===== src/rtl/serial_subtractor_if.sv =====
// Start/done handshake bundle for the bit-serial subtractor.
// The controller uses the master modport and the subtractor uses the slave modport.
interface serial_subtractor_if #(
    parameter int unsigned WIDTH = 8
);
    logic             start;
    logic [WIDTH-1:0] a;
    logic [WIDTH-1:0] b;
    logic             busy;
    logic             done;
    logic [WIDTH-1:0] diff;
    logic             borrow_out;

    modport master (
        output start, a, b,
        input  busy, done, diff, borrow_out
    );

    modport slave (
        input  start, a, b,
        output busy, done, diff, borrow_out
    );
endinterface


===== src/rtl/serial_subtractor.sv =====
// Bit-serial unsigned subtractor: one full-subtractor cell plus a borrow flip-flop.
// It consumes one bit per clock, LSB first, and reports diff = a - b mod 2^WIDTH and borrow = (a < b).
module serial_subtractor #(
    parameter int unsigned WIDTH = 8
) (
    input logic                clock,
    input logic                reset_n,
    serial_subtractor_if.slave bus
);
    localparam int unsigned CntW = $clog2(WIDTH + 1);

    typedef enum logic [1:0] {StIdle, StRun, StDone} state_e;

    state_e           state_q;
    logic [WIDTH-1:0] a_sr_q, b_sr_q, r_q, diff_q;
    logic [WIDTH-1:0] r_shift;
    logic [CntW-1:0]  count_q;
    logic             borrow_q, busy_q, done_q, borrow_out_q;
    logic             a0, b0, d, bn, last;

    assign a0   = a_sr_q[0];
    assign b0   = b_sr_q[0];
    assign d    = a0 ^ b0 ^ borrow_q;
    assign bn   = (~a0 & b0) | (~a0 & borrow_q) | (b0 & borrow_q);
    assign last = (count_q == CntW'(WIDTH - 1));

    // The shift and MSB insert are written this way so that WIDTH=1 also works.
    always_comb begin
        r_shift            = r_q >> 1;
        r_shift[WIDTH-1]   = d;
    end

    always_ff @(posedge clock or negedge reset_n) begin
        if (!reset_n) begin
            state_q      <= StIdle;
            a_sr_q       <= '0;
            b_sr_q       <= '0;
            r_q          <= '0;
            diff_q       <= '0;
            count_q      <= '0;
            borrow_q     <= 1'b0;
            busy_q       <= 1'b0;
            done_q       <= 1'b0;
            borrow_out_q <= 1'b0;
        end else begin
            case (state_q)
                StIdle, StDone: begin
                    done_q <= 1'b0;
                    if (bus.start) begin
                        a_sr_q   <= bus.a;
                        b_sr_q   <= bus.b;
                        borrow_q <= 1'b0;
                        count_q  <= '0;
                        busy_q   <= 1'b1;
                        state_q  <= StRun;
                    end else begin
                        state_q  <= StIdle;
                    end
                end
                StRun: begin
                    a_sr_q   <= a_sr_q >> 1;
                    b_sr_q   <= b_sr_q >> 1;
                    r_q      <= r_shift;
                    borrow_q <= bn;
                    count_q  <= count_q + 1'b1;
                    // The result is published only here, so diff stays stable during a later run.
                    if (last) begin
                        diff_q       <= r_shift;
                        borrow_out_q <= bn;
                        busy_q       <= 1'b0;
                        done_q       <= 1'b1;
                        state_q      <= StDone;
                    end
                end
                default: state_q <= StIdle;
            endcase
        end
    end

    assign bus.busy       = busy_q;
    assign bus.done       = done_q;
    assign bus.diff       = diff_q;
    assign bus.borrow_out = borrow_out_q;
endmodule

===== src/flat_wrapper.sv =====
// flat-port wrapper written by rule: the top's interface ports become plain ports
module serial_subtractor_flat 
#(
    parameter int unsigned WIDTH = 8
)
  (clock, reset_n, bus_start, bus_a, bus_b, bus_busy, bus_done, bus_diff, bus_borrow_out);
  serial_subtractor_if #(.WIDTH(WIDTH)) bus_i ();
  input logic clock;
  input logic reset_n;
  input wire logic [$bits(bus_i.start)-1:0] bus_start;
  input wire logic [$bits(bus_i.a)-1:0] bus_a;
  input wire logic [$bits(bus_i.b)-1:0] bus_b;
  output wire logic [$bits(bus_i.busy)-1:0] bus_busy;
  output wire logic [$bits(bus_i.done)-1:0] bus_done;
  output wire logic [$bits(bus_i.diff)-1:0] bus_diff;
  output wire logic [$bits(bus_i.borrow_out)-1:0] bus_borrow_out;
  assign bus_i.start = bus_start;
  assign bus_i.a = bus_a;
  assign bus_i.b = bus_b;
  assign bus_busy = bus_i.busy;
  assign bus_done = bus_i.done;
  assign bus_diff = bus_i.diff;
  assign bus_borrow_out = bus_i.borrow_out;
  serial_subtractor #(.WIDTH(WIDTH)) u_core (.clock(clock), .reset_n(reset_n), .bus(bus_i));
endmodule

===== config.mk =====
export PLATFORM = sky130hd
export DESIGN_NAME = serial_subtractor_flat
export DESIGN_NICKNAME = d
export VERILOG_FILES = /design/src/rtl/serial_subtractor_if.sv /design/src/rtl/serial_subtractor.sv /design/src/flat_wrapper.sv
export SDC_FILE = /design/constraint.sdc
export NUM_CORES = 1
export LEC_CHECK = 0
export ABC_AREA = 1
export CELL_PAD_IN_SITES_DETAIL_PLACEMENT = 1
export CELL_PAD_IN_SITES_GLOBAL_PLACEMENT = 1
export CORE_MARGIN = 4
export CORE_UTILIZATION = 41
export DETAILED_ROUTE_END_ITERATION = 7
export GPL_ROUTABILITY_DRIVEN = 0
export PLACE_DENSITY = 0.92
export SYNTH_ARGS = -nofsm -noshare
export SYNTH_HDL_FRONTEND = slang
export SYNTH_SLANG_ARGS = --single-unit
export TNS_END_PERCENT = 1

===== constraint.sdc =====
create_clock -name clock -period 2.2 [get_ports clock]
set_clock_uncertainty 0.05 [all_clocks]
set_input_delay 0.44 -clock clock [delete_from_list [all_inputs] [get_ports clock]]
set_output_delay 0.44 -clock clock [all_outputs]
set_load 0.005 [all_outputs]

==> results.yml <==
critical_path:
  cp_top_family: "buffers and inverters"
  r2r_start: "u_core.count_q[0]$_DFFE_PN0P_"
  arrival_ns: 1.19
  r2r_setup_slack_ns: 0.67
  cp_max_fo: 2
  critPathBufInv: 1
  cp_slowest_stage_delay_ns: 0.51
  r2r-end: "u_core.bus.busy$_DFFE_PN0P_"
  critPathKind: "flip-flop to output pin"
  crit_path_end_kind: "output pin"
  reg2regPathDepth: 6
  cpMaxStageDelayCell: "clkdlybuf4s50_1"
  start_kind: "flip-flop"
  cp_cell_sequence: "clkdlybuf4s50_1"
  critPathRequiredTime_ns: 1.71
layout:
  final_layout_size_suffix_gt1_share_pct: 6.98
  areaGrowthSynthToFinish_pct: 23.3
  nets: 278
  regArea_um2: 1030
  utilization_pct: 53.8
  fin_area_um2: 2210
  n_antenna_cell: 0
  nFillCells: 507
  multiInputGateArea_um2: 642
synth:
  synth_seq_area_share_pct: 57.1
  ys_types: 17
  ys_ff_latch: 41
  netlist_area_um2: 1800
  yosys_warnings: 0
  syn_nets: 246
  syn_avg_cell_area_um2: 7.98
  synth_cells: 225
clock_tree:
  cts.root.buffer_cell: "clkbuf_8"
  cts.clk_slew.worst_paths_ns: 0.08
  cts_sinks: 41
  cts_resized: 0
  cts_setup_buffers: 0
  ctsHoldBuffers: 0
  clockBufferDepth: 2
  clk_latency_ns: 0.30
  cts_tree: "built"
  cts_buffers: 5
  htree_levels: 2
sta:
  rsz0062_at_grt: "no"
  drv_slew: 0
  finalSetupViolations: 0
  min_period_ns: 1.68
  slew_headroom_pct: 66.4
  fmax_ghz: 0.594
  tns_ns: 0
  worst_pin_slew_ns: 0.504
  finalHoldViolCount: 0
  fin_crit_sh_pct: 76.5
power:
  internal_power_mw: 1.82
  pwr-share-comb_pct: 39.3
  finalPower_mw: 2.97
  peakVddDrop_v: 0.000385
  sw_frac_of_total_pct: 38.6
  power.density_nw_per_um2: 1340
  p_switching_mw: 1.15
  p_leak_nw: 1.18
  clockPowerShare_pct: 16.3
  p_seq_share_pct: 44.3
global_routing:
  track_usage_pct: 16.0
  grt-ovfl-total: 0
  grt_pass1_wl_um: 6700
  grt_max_degree: 42
  antenna_found_initial: 0
  grt_pass1_vias: 1556
floorplanning:
  rows: 23
  initial_core_util_pct: 43.6
  fp.dieH_um: 74.2
  die_w_um: 74.2
  die_area_um2: 5500
  core-area_um2: 4120
  io_pins: 30
route:
  drt_pass1_iterations: 4
  via_count: 1435
  via_per_inst: 4.66
  drc_errors: 0
  dr.first_iter.drc_count: 34
  wl_per_cell_um: 12.0
  ant_nets: 0
  wl_um: 3690
place:
  dp_hpwl_um: 2670
  place_area_um2: 2130
  port_buffers: 29
run:
  maxCapViolCount: 0
outcome:
  status: "complete, no violations"
worst_hold_path:
  hold_class: "primary input to async pin"
## placed cells by master, fill, tap and decap left out
cell type	Yosys	final
a21oi_1	1	1
buf_2	6	1
buf_4	1	3
clkbuf_8	0	5
clkdlybuf4s50_1	0	28
clkinv_2	0	2
clkinvlp_4	0	1
dfrtp_1	41	41
fa_1	1	1
ha_1	1	1
inv_1	22	22
inv_2	2	2
nand2_1	130	130
nand3_1	4	4
nand4_1	1	1
nor2_1	2	2
nor2_2	1	1
nor2_4	2	2
o21ai_0	8	8
o21bai_1	1	1
or2_2	1	1
## synthesized netlist by cell type (all sizes together)
master | instances | share of area, %
nor2 | 5 | 2.0
buf | 7 | 2.1
o21ai | 8 | 2.2
dfrtp | 41 | 57
or2 | 1 | 0.35
a21oi | 1 | 0.28
nand3 | 4 | 1.1
fa | 1 | 1.1
nand4 | 1 | 0.35
inv | 24 | 5.0
o21bai | 1 | 0.42
ha | 1 | 0.70
nand2 | 130 | 27
## logic make-up after synthesis
group | Yosys count | share of synthesized area [%]
adders and majority gates | 2 | 1.81
AOI/OAI and AO/OA | 10 | 2.93
DFF | 41 | 57.1
buffers and inverters | 31 | 7.11
and+or+nand+nor | 141 | 31.0
## area by class of cell
type                            instances  area share, %
Sequential cell                        41           46.3
Timing Repair Buffer                   32           13.9
Multi-Input combinational cell        153           29.0
Clock buffer                            5           3.11
Clock inverter                          3          0.791
Inverter                               24           4.07
Tap cell                               50           2.82
## power by group through the flow
| stage | logic [mW] | registers (mW) | clock network [mW] |
|---|---|---|---|
| floorplan | 0.779 | 1.29 | 0 |
| global placement | 1.13 | 1.31 | 0 |
| detailed placement | 1.20 | 1.33 | 0 |
| CTS | 1.21 | 1.32 | 0.508 |
| global route | 1.39 | 1.36 | 0.542 |
| finish | 1.17 | 1.32 | 0.485 |
## state kept, by name, indices dropped and copies added, names as in the netlist
signal	cells
u_core.a_sr_q	8
u_core.b_sr_q	8
u_core.bus.done	1
u_core.bus.diff	8
u_core.count_q	4
u_core.bus.busy	1
u_core.r_q	7
u_core.bus.borrow_out	1
u_core.borrow_q	1
u_core.state_q	2
## stage by stage
stage	std cells	hold slack [ns]	setup WS, ns
floorplan	225	0.0944	0.990
global placement	300	0.401	0.542
detailed placement	300	0.409	0.495
CTS	308	0.165	0.506
global route	308	0.196	0.466
finish	308	0.149	0.517
## per-layer routing
metal / up-vias / GRT usage (%) / wire (µm)
met3: 8 / 4.46 / 182
met2: 31 / 30.3 / 1880
met4: 0 / 5.43 / 55
li1: 729 / - / -
met5: - / 0 / 0
met1: 667 / 16.8 / 1570
## how the worst max path moves through the flow
stage	slack [ns]	from	endpoint	cells past startpoint
2_1_floorplan	0.99	u_core.count_q[0]$_DFFE_PN0P_	u_core.bus.borrow_out$_DFFE_PN0P_	7
3_3_place_gp	0.54	bus_start	u_core.a_sr_q[2]$_DFFE_PN0P_	6
3_5_place_dp	0.50	bus_start	u_core.b_sr_q[0]$_DFFE_PN0P_	6
4_1_cts	0.51	u_core.bus.done$_DFFE_PN0P_	bus_done	1
5_1_grt	0.47	u_core.bus.done$_DFFE_PN0P_	bus_done	1
6_report	0.52	u_core.bus.done$_DFFE_PN0P_	bus_done	1
Note: power is estimated with default switching activity, not from simulation.
==> RTL change 1 (config.mk and constraints unchanged) <==
Encoding of `state_e`: now one-hot (3 bits for 3 states).
--- a/src/rtl/serial_subtractor.sv
+++ b/src/rtl/serial_subtractor.sv
@@ -11,3 +11,3 @@
 
-    typedef enum logic [1:0] {StIdle, StRun, StDone} state_e;
+    typedef enum logic [2:0] {StIdle = 3'b001, StRun = 3'b010, StDone = 3'b100} state_e;
 
Check against the original RTL: same outputs for any inputs over 10 cycles, from zero or initial values and one cycle with reset_n low; not proved beyond that.
==> RTL change 1 against the unedited design <==
  * Non-clock buffer count up 2
  * Worst setup slack improved by 0.0064 ns
  * Sequential cell count grew 1
  * Global-route usage is 0.22 points higher
  * Critical path depth increased by 5
  * Count of clock-buffer cells in the layout unchanged
  * Wire length increased by 21%
  * Synthesized area is 8.4% higher
  * Total power fell by 8.7%
  * Final area rose by 7.7%
  * Critical path type is now flop to flop
  * Highest routed layer unchanged
==> RTL change 1: results <==
critical_path:
  r2r_slack_ns: 0.52
  crit_family: "flip-flops"
  timing.rr.end: "u_core.a_sr_q[3]$_DFFE_PN0P_"
  end_kind: "flop"
  cpPeakStageDelay_ns: 0.61
  critPathMaxFanout: 40
  setup.worst_path.start: "u_core.state_q[1]$_DFFE_PN0P_"
  cpMaxStageDelayCell: "dfrtp_1"
  crit_arrival_ns: 1.82
logic_synthesis:
  synth_seq_area_share_pct: 54.1
  ys_top_cells_by_area: "dfrtp_1 53%, nand2_1 18%, nand3_1 9.3%"
  synth_common_cells: "95 x nand2_1, 41 x dfrtp_1, 36 x nand3_1"
  ys_types: 18
global_route:
  grt_usage_pct: 16.2
  grt_max_degree: 43
power:
  p_leak_nw: 1.23
  peakVddDrop_v: 0.000442
clock_network:
  numCtsBuffers: 5
routing:
  num_vias: 1568
  drt-total-wl_um: 4450
  drtIter0Drc: 86
timing:
  hold-worst-slack_ns: 0.139
  tightest_slew_ns: 0.523
layout:
  fillers: 550
  final_layout_size_suffix_gt1_share_pct: 10.8
  syn2layout_area_growth_pct: 22.6
  nets: 280
  n_antenna_cell: 0
placement:
  hpwl_um: 2980
  placed_area_um2: 2270
run_status:
  outcome: "finished, final reports clean"
-- RTL change 1: cell types whose count changed in the layout (fill, tap and decap cells not counted), moves of 3 or more --
cell     unedited run  this run
nand2_1           130        95
nand3_1             4        36
inv_1              22        15
o21ai_2             0         6
nor2_1              2         5
-- RTL change 1: cell families after synthesis --
group | after synthesis | share of synthesized area [%]
fa+ha+maj | 2 | 1.67
simple gates | 143 | 32.9
flops | 42 | 54.1
buf+inv | 27 | 6.11
compound gates | 16 | 5.27
-- RTL change 1: final cells by class --
class	instances	area share [%]
Clock buffer	5	2.89
Clock inverter	3	1.89
Inverter	15	2.36
Multi-Input combinational cell	161	32.5
Sequential cell	42	44.1
Tap cell	52	2.73
Timing Repair Buffer	34	13.5
-- RTL change 1: routing by layer --
metal	wire, µm	global-route usage, %	up-vias
li1	-	-	782
met1	1990	19.2	759
met2	2230	27.4	20
met3	148	4.22	7
met4	81	7.43	0
met5	0	0	-
-- RTL change 1: worst reg2reg max path, cell delays in order (launching register included) --
cell,delay (ns)
dfrtp_1,0.61
nand2_4,0.32
buf_4,0.30
nand2_1,0.07
nand2_1,0.06
nand2_1,0.08
nand2_1,0.07
-- RTL change 1: stage by stage --
stage,instances,setup slack [ns],power (mW)
2_1_floorplan,230,0.934,1.82
3_3_place_gp,304,0.504,2.02
3_5_place_dp,304,0.483,2.09
4_1_cts,312,0.507,2.74
5_1_grt,312,0.442,2.91
6_report,312,0.523,2.71
-- RTL change 1: report_power, final --
group / total, mW / internal [mW] / switching [mW]
logic: 0.883 / 0.311 / 0.572
clock network: 0.627 / 0.338 / 0.289
registers: 1.20 / 1.02 / 0.182
==> RTL change 2 (same settings) <==
Made on the original files. `WIDTH` is set to 8 in 3 places; all go to 4.
--- a/src/rtl/serial_subtractor_if.sv
+++ b/src/rtl/serial_subtractor_if.sv
@@ -3,3 +3,3 @@
 interface serial_subtractor_if #(
-    parameter int unsigned WIDTH = 8
+    parameter int unsigned WIDTH = 4
 );
--- a/src/rtl/serial_subtractor.sv
+++ b/src/rtl/serial_subtractor.sv
@@ -3,3 +3,3 @@
 module serial_subtractor #(
-    parameter int unsigned WIDTH = 8
+    parameter int unsigned WIDTH = 4
 ) (
--- a/src/flat_wrapper.sv
+++ b/src/flat_wrapper.sv
@@ -3,3 +3,3 @@
 #(
-    parameter int unsigned WIDTH = 8
+    parameter int unsigned WIDTH = 4
 )
Interface: changed (resized bus_a, bus_b and bus_diff); port bits go from 30 to 18. The function was not compared with the original's and may differ.
==> RTL change 2 against the unedited design <==
  * Wire length down 38%
  * Maximum frequency down 0.88%
  * Total power down 32%
  * Count of clock-buffer cells in the layout down 2
  * Global-route usage down 0.86 points
  * Final area down 39%
  * Synthesized area down 37%
  * Sequential cell count down 17
  * Critical path type unchanged
  * Worst setup slack worse by 0.015 ns
  * Die area down 34%
  * Critical path depth unchanged
  * Worst hold slack better by 0.26 ns
  * Clock power down 33%
  * Largest power group is now combinational cells
==> RTL change 2: results <==
layout:
  sh_seq_area_pct: 44.4
  clk_share_pct: 3.89
  n_all_inverters: 21
  nets: 158
  fillers: 311
timing:
  relSlewSlack_pct: 65.2
  hold-worst-slack_ns: 0.408
critical_path:
  crit_arrival_ns: 1.21
  setup.worst_path.start: "u_core.bus.borrow_out$_DFFE_PN0P_"
  r2r_start: "u_core.state_q[0]$_DFFE_PN0N_"
  reg2regPathDepth: 5
routing:
  wl_per_cell_um: 13.3
  drtIter0Drc: 19
  num_vias: 823
clock_network:
  clock_latency_ns: 0.32
  path_clk_slew_ns: 0.14
run_status:
  outcome: "finished, final reports clean"
logic_synthesis:
  synth_common_cells: "42 x nand2_1, 24 x dfrtp_1, 18 x inv_1"
  syn_inst: 125
placement:
  io_buffers: 17
  numPlacedInstances: 169
  hpwl_um: 1770
global_route:
  grt_pass1_wl_um: 4040
  grt_max_degree: 25
power:
  p_leak_nw: 0.704
[RTL change 2: cell count changes after synthesis, sizes merged, moves of 2 or more]
cell / unedited run / this run
inv: 24 / 21
nand3: 4 / 12
nand2: 130 / 46
dfrtp: 41 / 24
o21ai: 8 / 10
buf: 7 / 4
nor2: 5 / 3
[RTL change 2: cells by family after synthesis]
family          count (synthesis)
fa+ha+maj                       3
flops                          24
buf+inv                        25
compound gates                 11
simple gates                   62
[RTL change 2: power groups by stage]
stage	logic, mW	registers (mW)	clock network [mW]
after floorplan	0.705	0.754	0
after global placement	0.843	0.800	0
after detailed placement	0.904	0.819	0
after CTS	0.906	0.810	0.333
after global routing	1.02	0.836	0.355
final	0.882	0.807	0.323
[RTL change 2: per-layer routing]
layer / wire length [µm] / vias to the layer above / GRT usage [%]
met2: 1150 / 16 / 25.8
met3: 115 / 2 / 2.55
met5: 0 / - / 0
met1: 1030 / 393 / 19.7
met4: 9 / 0 / 4.75
li1: - / 412 / -
